## src/rtl/id_ex_stage.sv

```systemverilog
// ID/EX pipeline register with load-use hazard detection, bubble insertion
// on flush/stall/idle decode, and a saturating stall counter.
// Optional feature: define ID_EX_WB_BYPASS_EN to forward the writeback port
// into the captured operands when it targets a source register of the
// instruction in decode.
module id_ex_stage (
  input  logic        clk,
  input  logic        rst,

  input  logic        id_valid,
  input  logic [31:0] id_read_data1,
  input  logic [31:0] id_read_data2,
  input  logic [4:0]  id_rs,
  input  logic [4:0]  id_rt,
  input  logic [4:0]  id_rd,
  input  logic [15:0] id_imm16,

  input  logic        id_regWrite,
  input  logic        id_memRead,
  input  logic        id_memWrite,
  input  logic        id_memToReg,
  input  logic        id_aluSrc,
  input  logic        id_regDst,
  input  logic [3:0]  id_aluOp,

  input  logic        flush,
  input  logic        wb_regWrite,
  input  logic [4:0]  wb_rd,
  input  logic [31:0] wb_data,

  output logic        ex_valid,
  output logic [31:0] ex_a,
  output logic [31:0] ex_b,
  output logic [31:0] ex_imm,
  output logic [4:0]  ex_rs,
  output logic [4:0]  ex_rt,
  output logic [4:0]  ex_wreg,
  output logic        ex_regWrite,
  output logic        ex_memRead,
  output logic        ex_memWrite,
  output logic        ex_memToReg,
  output logic        ex_aluSrc,
  output logic [3:0]  ex_aluOp,
  output logic        stall,
  output logic [15:0] stall_count
);

  logic        hazard;
  logic        load_bubble;
  logic [31:0] op_a;
  logic [31:0] op_b;
  logic [31:0] imm_ext;
  logic [4:0]  wreg_sel;
  logic [15:0] stall_cnt_q;

  // Load-use hazard: a load in EX writes a register the decode instruction reads.
  // $0 is never a real dependency; a flush squashes decode so no stall is needed.
  always_comb begin
    hazard = 1'b0;
    if (ex_valid && ex_memRead && (ex_rt != 5'd0) && id_valid && !flush) begin
      hazard = (ex_rt == id_rs) || (ex_rt == id_rt);
    end
  end

  assign stall       = hazard;
  assign load_bubble = flush || hazard || !id_valid;

`ifdef ID_EX_WB_BYPASS_EN
  // Forward the writeback value over stale register-file data for matching sources.
  always_comb begin
    op_a = id_read_data1;
    op_b = id_read_data2;
    if (wb_regWrite && (wb_rd != 5'd0) && (wb_rd == id_rs)) begin
      op_a = wb_data;
    end
    if (wb_regWrite && (wb_rd != 5'd0) && (wb_rd == id_rt)) begin
      op_b = wb_data;
    end
  end
`else
  logic unused_wb;
  assign unused_wb = ^{wb_regWrite, wb_rd, wb_data};

  // Register-file data is captured as read.
  always_comb begin
    op_a = id_read_data1;
    op_b = id_read_data2;
  end
`endif

  // Immediate sign extension and destination register selection.
  always_comb begin
    imm_ext  = {{16{id_imm16[15]}}, id_imm16};
    wreg_sel = id_regDst ? id_rd : id_rt;
  end

  // Pipeline register: bubble on flush/stall/idle decode, otherwise capture decode.
  always_ff @(posedge clk or posedge rst) begin
    if (rst) begin
      ex_valid    <= 1'b0;
      ex_a        <= '0;
      ex_b        <= '0;
      ex_imm      <= '0;
      ex_rs       <= '0;
      ex_rt       <= '0;
      ex_wreg     <= '0;
      ex_regWrite <= 1'b0;
      ex_memRead  <= 1'b0;
      ex_memWrite <= 1'b0;
      ex_memToReg <= 1'b0;
      ex_aluSrc   <= 1'b0;
      ex_aluOp    <= '0;
    end else if (load_bubble) begin
      ex_valid    <= 1'b0;
      ex_a        <= '0;
      ex_b        <= '0;
      ex_imm      <= '0;
      ex_rs       <= '0;
      ex_rt       <= '0;
      ex_wreg     <= '0;
      ex_regWrite <= 1'b0;
      ex_memRead  <= 1'b0;
      ex_memWrite <= 1'b0;
      ex_memToReg <= 1'b0;
      ex_aluSrc   <= 1'b0;
      ex_aluOp    <= '0;
    end else begin
      ex_valid    <= 1'b1;
      ex_a        <= op_a;
      ex_b        <= op_b;
      ex_imm      <= imm_ext;
      ex_rs       <= id_rs;
      ex_rt       <= id_rt;
      ex_wreg     <= wreg_sel;
      ex_regWrite <= id_regWrite;
      ex_memRead  <= id_memRead;
      ex_memWrite <= id_memWrite;
      ex_memToReg <= id_memToReg;
      ex_aluSrc   <= id_aluSrc;
      ex_aluOp    <= id_aluOp;
    end
  end

  // Stall event counter, saturating at all-ones.
  always_ff @(posedge clk or posedge rst) begin
    if (rst) begin
      stall_cnt_q <= '0;
    end else if (hazard && (stall_cnt_q != '1)) begin
      stall_cnt_q <= stall_cnt_q + 16'd1;
    end
  end

  assign stall_count = stall_cnt_q;

endmodule

```

## config.mk

```make
export PLATFORM = sky130hd
export DESIGN_NAME = id_ex_stage
export DESIGN_NICKNAME = d
export VERILOG_FILES = /design/src/rtl/id_ex_stage.sv
export SDC_FILE = /design/constraint.sdc
export NUM_CORES = 1
export LEC_CHECK = 0
export BUFFER_PORTS_ARGS = -buffer_cell sky130_fd_sc_hd__buf_2
export CORE_AREA = 4 4 107 109
export CTS_CLUSTER_DIAMETER = 200
export DETAILED_ROUTE_END_ITERATION = 12
export DIE_AREA = 0 0 111 113
export PLACE_DENSITY_LB_ADDON = 0.2
export SYNTH_ARGS = -nofsm -noshare
export SYNTH_HDL_FRONTEND = slang
export SYNTH_SLANG_ARGS = --single-unit
```

## constraint.sdc

```tcl
create_clock -name clk -period 9.12 [get_ports clk]
set_input_delay 0.912 -clock clk [delete_from_list [all_inputs] [get_ports clk]]
set_output_delay 0.912 -clock clk [all_outputs]
set_load 0.02 [all_outputs]
```

---- Yosys cells after proc, flatten, opt, wreduce, memory -nomap -nowiden ----
Index checks and enable logic that the tools add are counted.
word-level totals
  bits in registers ....................... 137
  bits of input ports ..................... 147
  word-level logic and storage cells ...... 44
cells by class
  $add $sub $neg .......................... 1
  reductions and logical operators ........ 11
  multiplexer cells ....................... 15
  eq/ne operators ......................... 3
operators by type and width
  cell                                                              count
  32-bit two-way mux                                                3
  5-bit two-way mux                                                 4
  16-bit by 1-bit adder with 16-bit output (second input constant)  1
  16-bit inequality test (second input constant)                    1
  5-bit equality test                                               2
  1-bit two-way mux                                                 7
  1-bit logical AND                                                 5
  5-bit nonzero test                                                1
  4-bit two-way mux                                                 1
  1-bit logical OR                                                  3
  1-bit logical NOT                                                 2

---- Depth between registers and ports, before layout ----
Gate-level depths: netlist of the first run.
  depth after elaboration ................. 8
  gate-level depth with buffers ........... 7

---- Worst setup path after synthesis of the first run ----
Ideal clock, no wire load.
  kind .................................... in2out
  start point ............................. input id_rs[4]
  end point ............................... output stall
  arrival time ............................ 2.045 ns
  cell stages on the path ................. 5
  path slack .............................. 6.163 ns
  path buffers ............................ 1
  cell sequence ........................... xnor2_1 -> nand3_1 -> o22ai_2 -> clkbuf_1 -> and2_1
between the ends
  cells in the longest elaborated chain, start to end .. 3
ends and longest elaborated chain
  element              RTL line  RTL
  start, declared      13        input logic [4:0] id_rs,
  5-bit equality test  61        hazard = (ex_rt == id_rs) || (ex_rt == id_rt);
  1-bit logical OR     61
  1-bit two-way mux    60        if (ex_valid && ex_memRead && (ex_rt != 5'd0) && id_valid && !flush) begin
  end, declared        44        output logic stall,
Every way passes these cells.

---- Final worst setup path of the first run ----
Ends and elaborated chain as after synthesis.

==> results of run 1 <==
[metal layers]
metal	vias to the layer above	global-route usage	routed length, um
met5	-	0	12
met1	1458	0.184	3740
met3	20	0.0797	1140
li1	1539	-	-
met2	156	0.271	5060
met4	2	0.0764	229
[path summary, 6_finish.rpt]
path,start,to,slack [ns]
max,id_rs[4],stall,5.88
min,rst,ex_b[18],0.50
max reg2reg,ex_rt[2],ex_b[14],6.23
min reg2reg,stall_count[8],stall_count[8],0.50
max in group asynchronous,rst,ex_b[7],7.31
min in group clk,stall_count[8],stall_count[8],0.50
[cells in the final DEF, fill, tap and decap left out, drive strengths merged]
master / synthesis / routed
ha: 1 / 1
o22ai: 1 / 1
nand4b: 1 / 1
buf: 24 / 248
nor3: 3 / 3
dfrtp: 121 / 121
or4: 1 / 1
a41oi: 1 / 1
mux2i: 5 / 5
o2111ai: 1 / 1
nand4: 7 / 7
or2: 1 / 1
mux2: 1 / 1
inv: 3 / 3
nand2: 6 / 6
clkinvlp: 0 / 1
diode: 0 / 1
nor2: 5 / 5
and3: 3 / 3
xnor2: 24 / 24
nor4b: 1 / 1
bufinv: 0 / 4
nand3: 12 / 12
a21boi: 1 / 1
nor2b: 6 / 6
a21oi: 1 / 1
clkinv: 0 / 4
and2: 100 / 100
nor4: 2 / 2
clkbuf: 5 / 21
[cell type report]
| class | count | area (um^2) | area share |
|---|---|---|---|
| Sequential cell | 121 | 3030 | 0.480 |
| Timing Repair Buffer | 248 | 1250 | 0.198 |
| Multi-Input combinational cell | 184 | 1240 | 0.197 |
| Clock buffer | 21 | 449 | 0.0712 |
| Tap cell | 140 | 175 | 0.0278 |
| Clock inverter | 9 | 148 | 0.0234 |
| Inverter | 3 | 13.8 | 0.00218 |
| Antenna cell | 1 | 2.50 | 0.000397 |
[sequential cells by signal, summed over array words and instances, names as in the netlist, 4 cells and up]
signal       cells
ex_aluOp         4
ex_wreg          5
stall_count     16
ex_rt            5
ex_a            32
ex_b            32
ex_rs            5
ex_imm          16
[power groups by stage]
stage | clock network [mW] | registers, mW | logic [mW]
2_1_floorplan | 0 | 0.595 | 0.0428
4_1_cts | 0.689 | 0.561 | 0.113
3_3_place_gp | 0 | 0.570 | 0.112
6_report | 0.671 | 0.561 | 0.110
5_1_grt | 0.711 | 0.563 | 0.121
3_5_place_dp | 0 | 0.571 | 0.113
[kinds of logic (layout without fill, tap and decap cells)]
kind of cell | Yosys count | after routing | share of synthesized area
XOR/XNOR | 24 | 24 | 0.0467
AND/OR/NAND/NOR | 148 | 148 | 0.198
other | 0 | 1 | 0
multiplexers | 6 | 6 | 0.0136
adder cells (fa/ha/maj) | 1 | 1 | 0.00278
flip-flops | 121 | 121 | 0.673
AO/OA/AOI/OAI | 5 | 5 | 0.0159
buffers and inverters | 32 | 281 | 0.0503
==> flow_metrics.py, run 1 <==
metrics = {
    "route": {
        "routed_wl_um": 10200,
        "wl_per_cell_um": 14.0,
        "viasPerCell": 4.37,
        "drtAntennaViolNets": 0,
        "drc_errors": 0,
        "drt_iter0_drc": 79,
        "vias": 3175,
        "firstDrtPassIters": 4,
    },
    "worst_setup_path": {
        "crit_fanout": 18,
        "cp-end-kind": "output port",
        "worst_ep_arrival_time_ns": 2.33,
        "path_delay_family": "compound AO/OA/AOI/OAI gates",
        "path_common_cell": "buf_2",
        "critPathSlowestCell": "o22ai_2",
        "path_cells": "buf_2 -> xnor2_1 -> nand3_1 -> o22ai_2 -> and2_1 -> buf_2",
        "max_stage_delay_ns": 0.65,
        "path_class": "in -> out",
        "r2r_cells": 6,
        "start_kind": "input port",
        "worstSetupPathDepth": 6,
        "path_buf_inv": 2,
        "required_ns": 8.21,
    },
    "placement": {
        "place.detailed.hpwl_um": 7700,
        "place_area_um2": 5710,
        "placed_cells": 696,
        "gp_congestion": 0.786,
        "place_ws_ns": 5.88,
        "portBuffers": 246,
    },
    "synthesis": {
        "synth_top_cell_area_share": 0.673,
        "synth_edf_count": 0,
        "yosys-top-cells-area": "dfrtp_1 67%, and2_1 14%, xnor2_1 4.7%, buf_4 2.7%, buf_6 1.5%",
        "synth_seq_cells": 121,
        "avgSynthCellArea_um2": 13.4,
        "yosysSeqAreaShare": 0.673,
        "ys_types": 30,
        "synthArstFlopShare": 1.00,
        "syn_inst": 337,
        "syn_nets": 485,
        "ys.flop_type": "dfrtp_1",
        "synth_most_common_cell": "dfrtp_1",
        "yosys.area.top_type": "dfrtp_1",
        "syn_area_um2": 4500,
        "yosysWarnings": 0,
        "ys_top_cells_by_count": "121 x dfrtp_1, 100 x and2_1, 24 x xnor2_1",
    },
    "grt": {
        "grt_pass1_wl_um": 16100,
        "grt_max_degree": 71,
        "grt_pass1_vias": 3136,
        "antenna_found_initial": 1,
        "grt_overflow": 0,
        "grt_usage": 0.166,
    },
    "sta": {
        "period_share": 0.355,
        "max_freq_mhz": 309,
        "grt_setup_unrepaired": "no",
        "max_slew.worst_pin.slew_ns": 0.895,
        "final-setup-viol-count": 0,
        "hold_viol_final": 0,
        "setup_tns_ns": 0,
        "worst_slack_ns": 5.88,
        "worst_hold_slack_ns": 0.498,
        "drv_slew": 0,
        "fin_skew_ns": 0.00564,
        "finalCriticalPeriod_ns": 3.24,
        "slew_headroom": 0.402,
    },
    "clocking": {
        "cts_hold_buf": 0,
        "cts_tree": "yes",
        "root_buffer": "clkbuf_8",
        "cts_sinks": 121,
        "cts_inserted_buffers": 17,
        "clk_latency_ns": 0.50,
        "cts-resized-gates": 0,
        "clockBufferDepth": 2,
        "htree_levels": 4,
        "cts.clk_slew.worst_paths_ns": 0.05,
        "post_cts_buffers": 0,
    },
    "pwr": {
        "power_density_nw_per_um2": 213,
        "p_comb_frac": 0.082,
        "p_clk_frac": 0.500,
        "leakage_nw": 3.55,
        "p_seq_frac": 0.418,
        "ir_worst_vdd_mv": 0.124,
        "power.net_switching_uw": 290,
        "total_power_mw": 1.34,
        "switching_share": 0.216,
        "internal_power_mw": 1.05,
    },
    "final_layout": {
        "drive_gt1_frac": 0.485,
        "final_core_util": 0.595,
        "fill_cells": 881,
        "fin_cells": 727,
        "fin_area_um2": 6310,
        "syn_to_final_growth_pct": 40.2,
        "num-nets-final": 723,
    },
    "flow_run": {
        "max-cap-violations": 0,
    },
    "floorplan": {
        "dieArea_um2": 12500,
        "fp-row-count": 38,
        "die_x_um": 111,
        "num_io_pins": 285,
        "initial_core_util": 0.424,
        "die_h_um": 113,
        "coreArea_um2": 10600,
    },
    "run_status": {
        "status": "finished, final reports clean",
    },
    "hold_path": {
        "min_path_type": "in -> async",
    },
}
(Power assumes the default switching activity.)
==> run 2: changes to the inputs <==
Settings changed: ABC_AREA set to 1, CORE_AREA 4 4 107 109 to not set, CORE_MARGIN set to 4, CORE_UTILIZATION set to 44, DIE_AREA 0 0 111 113 to not set.
Clock period 9.12 ns to 3.26 ns, I/O delays scaled along.
==> run 2 against run 1 <==
Effect of this change: register-to-register slack worse by 5.2 ns; critical path depth up 3; highest routed layer unchanged; first-iteration DRC count rose to 3.9 times the previous value; flip-flop and latch count unchanged.
==> flow_metrics.py, run 2 <==
metrics = {
    "grt": {
        "grt_overflow": 0,
        "grt_pass1_vias": 4810,
        "antenna_found_initial": 2,
        "grt_usage": 0.228,
        "grt_pass1_wl_um": 22700,
        "grt_max_degree": 64,
    },
    "clocking": {
        "clockBufferDepth": 2,
        "cts_sinks": 121,
        "cts_hold_buf": 83,
        "htree_levels": 4,
        "clk_latency_ns": 0.52,
        "cts_inserted_buffers": 17,
        "root_buffer": "clkbuf_8",
        "post_cts_buffers": 0,
        "cts.clk_slew.worst_paths_ns": 0.05,
        "cts_tree": "yes",
        "cts-resized-gates": 0,
    },
    "sta": {
        "drv_slew": 0,
        "hold_viol_final": 0,
        "slew_headroom": 0.466,
        "finalCriticalPeriod_ns": 2.34,
        "period_share": 0.717,
        "grt_setup_unrepaired": "no",
        "fin_skew_ns": 0.00674,
        "setup_tns_ns": 0,
        "max_freq_mhz": 428,
        "max_slew.worst_pin.slew_ns": 0.800,
        "final-setup-viol-count": 0,
    },
    "synthesis": {
        "ys.flop_type": "dfrtp_1",
        "yosys-top-cells-area": "dfrtp_1 62%, nor2_1 9.9%, inv_1 8.8%, nand2_1 6.5%, nand4_1 2.6%",
        "avgSynthCellArea_um2": 8.99,
        "ys_types": 24,
        "yosys.area.top_type": "dfrtp_1",
        "syn_inst": 544,
        "syn_area_um2": 4890,
        "yosysWarnings": 0,
        "synthArstFlopShare": 1.00,
        "synth_edf_count": 0,
        "synth_top_cell_area_share": 0.619,
        "synth_most_common_cell": "nor2_1",
        "ys_top_cells_by_count": "129 x nor2_1, 121 x dfrtp_1, 114 x inv_1",
        "syn_nets": 692,
        "synth_seq_cells": 121,
        "yosysSeqAreaShare": 0.619,
    },
    "worst_setup_path": {
        "critPathSlowestCell": "dfrtp_1",
        "start_kind": "register",
        "path_class": "reg -> out",
        "crit_fanout": 18,
        "max_stage_delay_ns": 0.42,
        "r2r_start": "ex_rt[1]",
        "path_cells": "inv_2 -> nand2_1 -> nand2_1 -> nor2_1 -> nand3_1 -> nand2_2 -> nand2_2 -> inv_1 -> buf_2",
        "crit_start": "ex_rt[1]",
        "worst_ep_arrival_time_ns": 2.01,
        "cp-end-kind": "output port",
        "required_ns": 2.93,
    },
    "placement": {
        "place.detailed.hpwl_um": 8790,
        "portBuffers": 246,
        "gp_congestion": 0.786,
    },
    "hold_path": {
        "min_from": "id_read_data1[27]",
        "min_path_type": "in -> reg",
    },
    "route": {
        "drc_errors": 0,
        "drt_iter0_drc": 309,
        "vias": 4542,
        "firstDrtPassIters": 4,
        "routed_wl_um": 14200,
        "viasPerCell": 4.46,
        "drtAntennaViolNets": 0,
        "wl_per_cell_um": 13.9,
    },
    "floorplan": {
        "dieArea_um2": 12900,
        "num_io_pins": 285,
        "fp-row-count": 38,
        "die_h_um": 113,
        "die_x_um": 113,
        "coreArea_um2": 10800,
        "initial_core_util": 0.451,
    },
    "flow_run": {
        "max-cap-violations": 0,
    },
    "final_layout": {
        "top_regs": "ex_a x32, ex_b x32",
        "drive_gt1_frac": 0.332,
        "final_common_cell": "buf_2",
        "final_cell_mix": "246 x buf_2, 129 x nor2_1, 121 x dfrtp_1, 113 x inv_1, 85 x nand2_1",
        "syn_to_final_growth_pct": 54.2,
        "fill_cells": 800,
        "num-nets-final": 1012,
    },
    "run_status": {
        "status": "finished, final reports clean",
    },
    "pwr": {
        "leakage_nw": 4.64,
        "ir_worst_vdd_mv": 0.440,
        "total_power_mw": 3.90,
        "power_density_nw_per_um2": 516,
    },
}
-- run 2: changes by cell type after synthesis, moves of 6 or more --
cell / change
nor2_1: +124
inv_1: +112
and2_1: -100
nand2_1: +79
xnor2_1: -18
nand4_1: +13
nor2b_1: -6
-- run 2: final timing paths --
kind,cells after the start,slack (ns),to
max,9,0.92,stall
min,3,0.03,ex_a[27]
max in group asynchronous,3,2.66,ex_b[26]
min reg2reg,2,0.53,stall_count[1]
min in group asynchronous,3,0.04,ex_a[24]
max reg2reg,10,0.99,ex_a[8]
-- run 2: kinds of logic after synthesis --
family,synth area share
simple gates,0.212
buf+inv,0.142
flops,0.619
xor+xnor,0.0161
compound gates,0.00819
fa+ha+maj,0.00256
-- run 2: area by class of cell --
class	count	area [um^2]	share of cell area
Clock buffer	23	457	0.0606
Inverter	121	458	0.0607
Tap cell	140	175	0.0232
Timing Repair Buffer	333	2100	0.279
Antenna cell	1	2.50	0.000332
Multi-Input combinational cell	270	1170	0.155
Clock inverter	9	145	0.0192
Sequential cell	121	3030	0.401
-- run 2: layer usage --
layer | GRT usage | routed length, um | vias to the layer above
li1 | - | - | 2208
met1 | 0.242 | 5050 | 2078
met2 | 0.389 | 7230 | 198
met3 | 0.0854 | 1260 | 56
met4 | 0.132 | 619 | 2
met5 | 0 | 7 | -
-- run 2: worst max-delay path: cells and delay by family (launching register included) --
kind	cells	cell delay, ns
flops	1	0.42
simple gates	6	0.76
buf+inv	3	0.31
-- run 2: where the power goes --
group | total [mW] | leakage, nW | switching (mW) | internal [mW]
registers | 1.57 | 1.64 | 0.0178 | 1.55
clock network | 1.90 | 0.300 | 0.627 | 1.27
logic | 0.422 | 2.71 | 0.238 | 0.184
-- run 2: stage by stage --
step / setup slack, ns / utilization / std cells / hold WS, ns / instance area (um^2)
floorplan: 1.45 / - / 544 / 0.432 / 4890
global placement: 0.997 / 0.563 / 902 / 0.502 / 6110
detailed placement: 0.939 / 0.563 / 902 / 0.513 / 6110
CTS: 0.893 / 0.696 / 1017 / 0.00162 / 7540
global route: 0.755 / 0.696 / 1018 / 0.0103 / 7540
finish: 0.923 / 0.696 / 1018 / 0.0287 / 7540
